--- src/rtl/methan_serializer_if.sv ---
// methan_serializer_if: sample-word handshake plus serial output bundle.
//   in_data/in_valid : word offered by the producer (master drives)
//   in_ready         : serializer can take a word (slave drives)
//   dout/dout_valid  : registered serial bit and its qualifier
//   sof              : first (MSB) bit of a frame
//   busy             : shifter active or holding register full
interface methan_serializer_if #(
   parameter int unsigned WIDTH = 8
) ();
   logic [WIDTH-1:0] in_data;
   logic             in_valid;
   logic             in_ready;
   logic             dout;
   logic             dout_valid;
   logic             sof;
   logic             busy;

   modport master (
      output in_data, in_valid,
      input  in_ready, dout, dout_valid, sof, busy
   );

   modport slave (
      input  in_data, in_valid,
      output in_ready, dout, dout_valid, sof, busy
   );
endinterface

--- src/rtl/methan_serializer.sv ---
// methan_serializer: parallel-to-serial front end for the methane sequence
// detector. WIDTH-bit words arrive over a valid/ready handshake, pass through a
// one-word holding register and are shifted out MSB-first, one bit per clock.
// Back-to-back words produce a contiguous bit stream.
//   clk    : clock, all state on posedge
//   arst_n : synchronous active-low reset
//   bus    : methan_serializer_if.slave (in_data, in_valid, in_ready, dout,
//            dout_valid, sof, busy)
// Optional feature: define METHAN_SER_PARITY_EN to append an even-parity bit
// after the LSB of every frame (frame length WIDTH+1).
module methan_serializer #(
   parameter int unsigned WIDTH    = 8,
   parameter logic        IDLE_BIT = 1'b0
) (
   input logic                clk,
   input logic                arst_n,
   methan_serializer_if.slave bus
);

   localparam int unsigned CntW = $clog2(WIDTH + 1);

`ifdef METHAN_SER_PARITY_EN
   typedef enum logic [1:0] {StIdle, StShift, StParity} state_e;
`else
   typedef enum logic [1:0] {StIdle, StShift} state_e;
`endif

   state_e            state_q, state_d;
   logic [WIDTH-1:0]  shift_q, shift_d;
   logic [CntW-1:0]   cnt_q, cnt_d;
   logic [WIDTH-1:0]  hold_data_q, hold_data_d;
   logic              hold_full_q, hold_full_d;
   logic              dout_q, dout_d;
   logic              dout_valid_q, dout_valid_d;
   logic              sof_q, sof_d;
   logic              accept, load, end_frame;
`ifdef METHAN_SER_PARITY_EN
   logic              par_q, par_d;
`endif

   assign bus.in_ready   = arst_n && !hold_full_q;
   assign bus.dout       = dout_q;
   assign bus.dout_valid = dout_valid_q;
   assign bus.sof        = sof_q;
   assign bus.busy       = (state_q != StIdle) || hold_full_q;

   always_comb begin
      accept      = bus.in_valid && bus.in_ready;
      load        = 1'b0;
      end_frame   = 1'b0;
      state_d     = state_q;
      shift_d     = shift_q;
      cnt_d       = cnt_q;
      hold_data_d = hold_data_q;
      hold_full_d = hold_full_q;

      unique case (state_q)
         StIdle: begin
            if (hold_full_q) load = 1'b1;
         end
         StShift: begin
            shift_d = {shift_q[WIDTH-2:0], 1'b0};
            if (cnt_q == '0) begin
`ifdef METHAN_SER_PARITY_EN
               state_d = StParity;
`else
               end_frame = 1'b1;
`endif
            end else begin
               cnt_d = cnt_q - CntW'(1);
            end
         end
`ifdef METHAN_SER_PARITY_EN
         StParity: end_frame = 1'b1;
`endif
         default: state_d = StIdle;
      endcase

      // A waiting word reloads on the frame's last edge so no idle bit appears.
      if (end_frame) begin
         if (hold_full_q) load = 1'b1;
         else             state_d = StIdle;
      end

      if (load) begin
         state_d     = StShift;
         shift_d     = hold_data_q;
         cnt_d       = CntW'(WIDTH - 1);
         hold_full_d = 1'b0;
      end

      // Accept wins over the load's clear so a same-edge word is never lost.
      if (accept) begin
         hold_full_d = 1'b1;
         hold_data_d = bus.in_data;
      end

`ifdef METHAN_SER_PARITY_EN
      par_d = load ? ^hold_data_q : par_q;
`endif

      // Outputs are computed from next state so they leave the block as flops.
      dout_valid_d = (state_d != StIdle);
      sof_d        = load;
      unique case (state_d)
         StShift:  dout_d = shift_d[WIDTH-1];
`ifdef METHAN_SER_PARITY_EN
         StParity: dout_d = par_d;
`endif
         default:  dout_d = IDLE_BIT;
      endcase
   end

   always_ff @(posedge clk) begin
      if (!arst_n) begin
         state_q      <= StIdle;
         shift_q      <= '0;
         cnt_q        <= '0;
         hold_data_q  <= '0;
         hold_full_q  <= 1'b0;
         dout_q       <= IDLE_BIT;
         dout_valid_q <= 1'b0;
         sof_q        <= 1'b0;
`ifdef METHAN_SER_PARITY_EN
         par_q        <= 1'b0;
`endif
      end else begin
         state_q      <= state_d;
         shift_q      <= shift_d;
         cnt_q        <= cnt_d;
         hold_data_q  <= hold_data_d;
         hold_full_q  <= hold_full_d;
         dout_q       <= dout_d;
         dout_valid_q <= dout_valid_d;
         sof_q        <= sof_d;
`ifdef METHAN_SER_PARITY_EN
         par_q        <= par_d;
`endif
      end
   end

endmodule

--- src/flat_wrapper.sv ---
// flat-port wrapper written by rule: the top's interface ports become plain ports
module methan_serializer_flat 
#(
   parameter int unsigned WIDTH    = 8,
   parameter logic        IDLE_BIT = 1'b0
)
  (clk, arst_n, bus_in_data, bus_in_valid, bus_in_ready, bus_dout, bus_dout_valid, bus_sof, bus_busy);
  methan_serializer_if #(.WIDTH(WIDTH)) bus_i ();
  input logic clk;
  input logic arst_n;
  input wire logic [$bits(bus_i.in_data)-1:0] bus_in_data;
  input wire logic [$bits(bus_i.in_valid)-1:0] bus_in_valid;
  output wire logic [$bits(bus_i.in_ready)-1:0] bus_in_ready;
  output wire logic [$bits(bus_i.dout)-1:0] bus_dout;
  output wire logic [$bits(bus_i.dout_valid)-1:0] bus_dout_valid;
  output wire logic [$bits(bus_i.sof)-1:0] bus_sof;
  output wire logic [$bits(bus_i.busy)-1:0] bus_busy;
  assign bus_i.in_data = bus_in_data;
  assign bus_i.in_valid = bus_in_valid;
  assign bus_in_ready = bus_i.in_ready;
  assign bus_dout = bus_i.dout;
  assign bus_dout_valid = bus_i.dout_valid;
  assign bus_sof = bus_i.sof;
  assign bus_busy = bus_i.busy;
  methan_serializer #(.WIDTH(WIDTH), .IDLE_BIT(IDLE_BIT)) u_core (.clk(clk), .arst_n(arst_n), .bus(bus_i));
endmodule
--- config.mk ---
export PLATFORM = sky130hd
export DESIGN_NAME = methan_serializer_flat
export DESIGN_NICKNAME = d
export VERILOG_FILES = /design/src/rtl/methan_serializer_if.sv /design/src/rtl/methan_serializer.sv /design/src/flat_wrapper.sv
export SDC_FILE = /design/constraint.sdc
export NUM_CORES = 1
export LEC_CHECK = 0
export BUFFER_PORTS_ARGS = -buffer_cell sky130_fd_sc_hd__buf_2
export CORE_AREA = 2 2 48 50
export CTS_BUF_LIST = sky130_fd_sc_hd__clkbuf_8
export CTS_CLUSTER_SIZE = 20
export DETAILED_ROUTE_END_ITERATION = 16
export DIE_AREA = 0 0 50 52
export PLACE_DENSITY = 0.75
export SLEW_MARGIN = 20
export SYNTH_ARGS = -nofsm -noshare
export SYNTH_HDL_FRONTEND = slang
export SYNTH_SLANG_ARGS = --single-unit
--- constraint.sdc ---
create_clock -name clk -period 2.5 [get_ports clk]
set_clock_uncertainty 0.1 [all_clocks]
set_input_delay 0.25 -clock clk [delete_from_list [all_inputs] [get_ports clk]]
set_output_delay 0.25 -clock clk [all_outputs]
set_load 0.005 [all_outputs]
==> results.py <==
metrics = {
    "logic_synthesis": {
        "synth_edf_count": 0,
        "yosysUniqueCellTypes": 27,
        "synth_top_family_by_area": "compound AO/OA/AOI/OAI gates",
        "yosys-top-cells-count": "dfxtp_1 (26), mux2i_1 (16), a211oi_1 (14), nor2_1 (14)",
        "yosysWarnings": 0,
        "synth_fa_ha_area_share_pct": 1.15,
        "synth_compound_area_share_pct": 17.7,
        "synth_area_per_cell_um2": 10.0,
        "yosysMostFrequentCell": "dfxtp_1",
        "synth_top_area_share_pct": 47.7,
        "async_flop_share_pct": 0,
        "synth_xor_xnor_area_share_pct": 0,
        "synthTopCellsByArea": "dfxtp_1 (48%), mux2i_1 (15%), a211oi_1 (9.6%)",
        "synth_mux_area_share_pct": 14.7,
        "syn-num-nets": 121,
        "ys_seq_area_share_pct": 47.7,
        "syn_area_mm2": 0.00109,
        "ys.flop_type": "dfxtp_1",
        "ys_ff_latch": 26,
        "synth_top_area_cell": "dfxtp_1",
        "synthCells": 109,
        "synth-simple-area-share_pct": 13.2,
    },
    "cells_and_area": {
        "layout-drive-gt1-share_pct": 19.7,
        "finalNetCount": 135,
        "design_area_mm2": 0.00124,
        "antenna_cells": 0,
        "area_delta_synth_final_pct": 14.1,
    },
    "timing": {
        "setup_viol": 0,
        "rsz0062_at_grt": "false",
        "finalHoldViolations": 0,
        "holdWs_ns": 0.109,
        "fmax_mhz": 489,
        "maxSlewViolCount": 0,
        "period_share_pct": 81.8,
        "setup_tns_ns": 0,
        "period_minus_slack_ns": 2.05,
        "relSlewSlack_pct": 66.1,
        "worst_pin_slew_ns": 0.509,
    },
    "setup_path": {
        "path_class": "flip-flop to flip-flop",
        "crit_end": "u_core.bus.dout",
        "cp_slowest_stage_delay_ns": 0.54,
        "critPathSlowestCell": "or3b_1",
        "worstReg2RegEnd": "u_core.bus.dout",
        "required_ns": 2.57,
        "cp.arrival_ns": 2.12,
        "path_cells": "inv_1, ha_1, or3b_1, a21o_1, a2111oi_2",
        "reg2regPathDepth": 5,
        "setup.worst_path.end_class": "flip-flop",
        "crit_fanout": 11,
        "crit_start": "u_core.cnt_q[0]",
        "r2r-start": "u_core.cnt_q[0]",
        "r2r_slack_ns": 0.45,
        "startpoint_type": "flip-flop",
    },
    "clocking": {
        "path_clk_slew_ns": 0.09,
        "cts_resized": 0,
        "ctsHoldBuffers": 0,
        "clockRootBuffer": "clkbuf_8",
        "clk_path_buf_depth": 2,
        "cts_setup_buffers": 0,
        "numCtsBuffers": 3,
        "cts_tree": "built",
        "cts_sinks": 26,
        "worstSkewPairLatency_ns": 0.27,
        "ctsHtreeMaxLevel": 1,
    },
    "die": {
        "dieArea_mm2": 0.00260,
        "coreArea_mm2": 0.00211,
        "rows": 17,
        "die_h_um": 52,
        "fp.dieW_um": 50,
        "start_util_pct": 51.8,
        "ios": 16,
    },
    "global_routing": {
        "grt_pass1_vias": 776,
        "grt_pass1_wl_um": 3680,
        "grt_max_degree": 17,
        "grt_use_total_pct": 18.9,
        "antenna_found_initial": 0,
        "gr-total-overflow": 0,
    },
    "placement": {
        "dpl.hpwl_um": 1490,
        "port_buffers": 15,
        "dpl-instance-area_mm2": 0.00117,
        "gp_congestion": 0.846,
    },
    "worst_hold_path": {
        "hold_depth": 3,
        "hp-class": "input pin to flip-flop",
    },
    "job": {
        "drv_cap": 0,
    },
    "power": {
        "powerDensity_mw_per_mm2": 718,
        "p_leak_nw": 0.534,
        "vdd_drop_max_mv": 0.448,
    },
    "status": {
        "status": "complete, no violations",
    },
    "drt": {
        "wl_per_cell_um": 13.6,
        "routed_wl_um": 2040,
        "avgViaCountPerCell": 5.51,
        "drcViolationCount": 0,
        "drt_iter0_drc": 8,
        "antenna_left": 0,
        "drt_pre_antenna_iters": 4,
        "vias": 826,
    },
}
through the flow:
| step | utilization [%] | std cells | setup slack (ns) | power [W] |
|---|---|---|---|---|
| after CTS | 59.1 | 150 | 0.463 | 0.000897 |
| final | 59.1 | 150 | 0.455 | 0.000894 |
| after floorplan | - | 109 | 0.824 | 0.000536 |
| after detailed placement | 55.7 | 146 | 0.485 | 0.000563 |
| after global routing | 59.1 | 150 | 0.347 | 0.000934 |
| after global placement | 55.7 | 146 | 0.563 | 0.000558 |
power by group:
group | total [W] | switching, W | internal, W
logic | 0.0000990 | 0.0000540 | 0.0000450
clock network | 0.000340 | 0.000126 | 0.000214
registers | 0.000455 | 0.0000173 | 0.000438
worst max-delay path, delay by kind of cell (launching register included):
kind / cells / cell delay [ns]
buffers and inverters: 1 / 0.08
flip-flops: 1 / 0.33
AND/OR/NAND/NOR: 1 / 0.54
AO/OA/AOI/OAI: 2 / 0.68
adder cells (fa/ha/maj): 1 / 0.22
cell usage in the layout, fill, tap and decap left out:
| master | netlist | routed |
|---|---|---|
| buf_2 | 4 | 15 |
| mux2i_1 | 16 | 16 |
| dfxtp_1 | 26 | 26 |
| nand4b_1 | 1 | 1 |
| clkbuf_8 | 0 | 3 |
| nor4b_1 | 1 | 1 |
| nand3_1 | 1 | 1 |
| nor2_1 | 14 | 14 |
| o21ai_0 | 2 | 2 |
| nand2_1 | 1 | 1 |
| bufinv_16 | 0 | 1 |
| nand2b_1 | 2 | 2 |
| a211oi_1 | 14 | 14 |
| ha_1 | 1 | 1 |
| a21boi_0 | 2 | 2 |
| or3_1 | 3 | 3 |
| a31oi_1 | 3 | 3 |
| or3b_1 | 1 | 1 |
| nor3_1 | 1 | 1 |
| conb_1 | 1 | 1 |
| or4_1 | 1 | 1 |
| nor2b_1 | 2 | 2 |
| inv_1 | 4 | 4 |
| a21o_1 | 1 | 1 |
| buf_4 | 0 | 2 |
| a21oi_2 | 1 | 1 |
| a2111oi_2 | 1 | 1 |
| a211oi_2 | 1 | 1 |
routing by layer:
| metal | wire [um] | global-route usage [%] | vias up | share of wire [%] |
|---|---|---|---|---|
| li1 | - | - | 420 | - |
| met1 | 1020 | 26.0 | 387 | 50 |
| met2 | 922 | 28.7 | 14 | 45 |
| met3 | 58 | 2.59 | 5 | 2.8 |
| met4 | 41 | 9.72 | 0 | 2.0 |
| met5 | 0 | 0 | - | 0 |
flip-flops by register name (all words and copies together), names as in the netlist:
register,cells
u_core.bus.dout,1
u_core.bus.dout_valid,1
u_core.bus.sof,1
u_core.cnt_q,4
u_core.hold_data_q,8
u_core.hold_full_q,1
u_core.shift_q,8
u_core.state_q,2
cell type report:
type / count / area, um^2
Multi-Input combinational cell: 71 / 513
Sequential cell: 26 / 520
Fill cell: 187 / 861
Clock inverter: 1 / 30.0
Timing Repair Buffer: 17 / 90.1
Tap cell: 28 / 35.0
Inverter: 4 / 15.0
Clock buffer: 3 / 41.3
cell families (layout without fill, tap and decap cells):
logic type / count (synthesis) / after routing
AND/OR/NAND/NOR: 28 / 28
flip-flops: 26 / 26
AO/OA/AOI/OAI: 25 / 25
multiplexers: 16 / 16
buffers and inverters: 12 / 25
adder cells (fa/ha/maj): 1 / 1
other: 1 / 1
worst min path at each step:
stage / start / endpoint / slack, ns
floorplan: bus_in_data[0] / u_core.hold_data_q[0] / 0.30
global placement: u_core.hold_data_q[0] / u_core.shift_q[0] / 0.36
detailed placement: u_core.hold_data_q[0] / u_core.shift_q[0] / 0.37
CTS: bus_in_data[4] / u_core.hold_data_q[4] / 0.11
global route: bus_in_data[4] / u_core.hold_data_q[4] / 0.12
finish: bus_in_data[4] / u_core.hold_data_q[4] / 0.11
(Power assumes the default switching activity.)
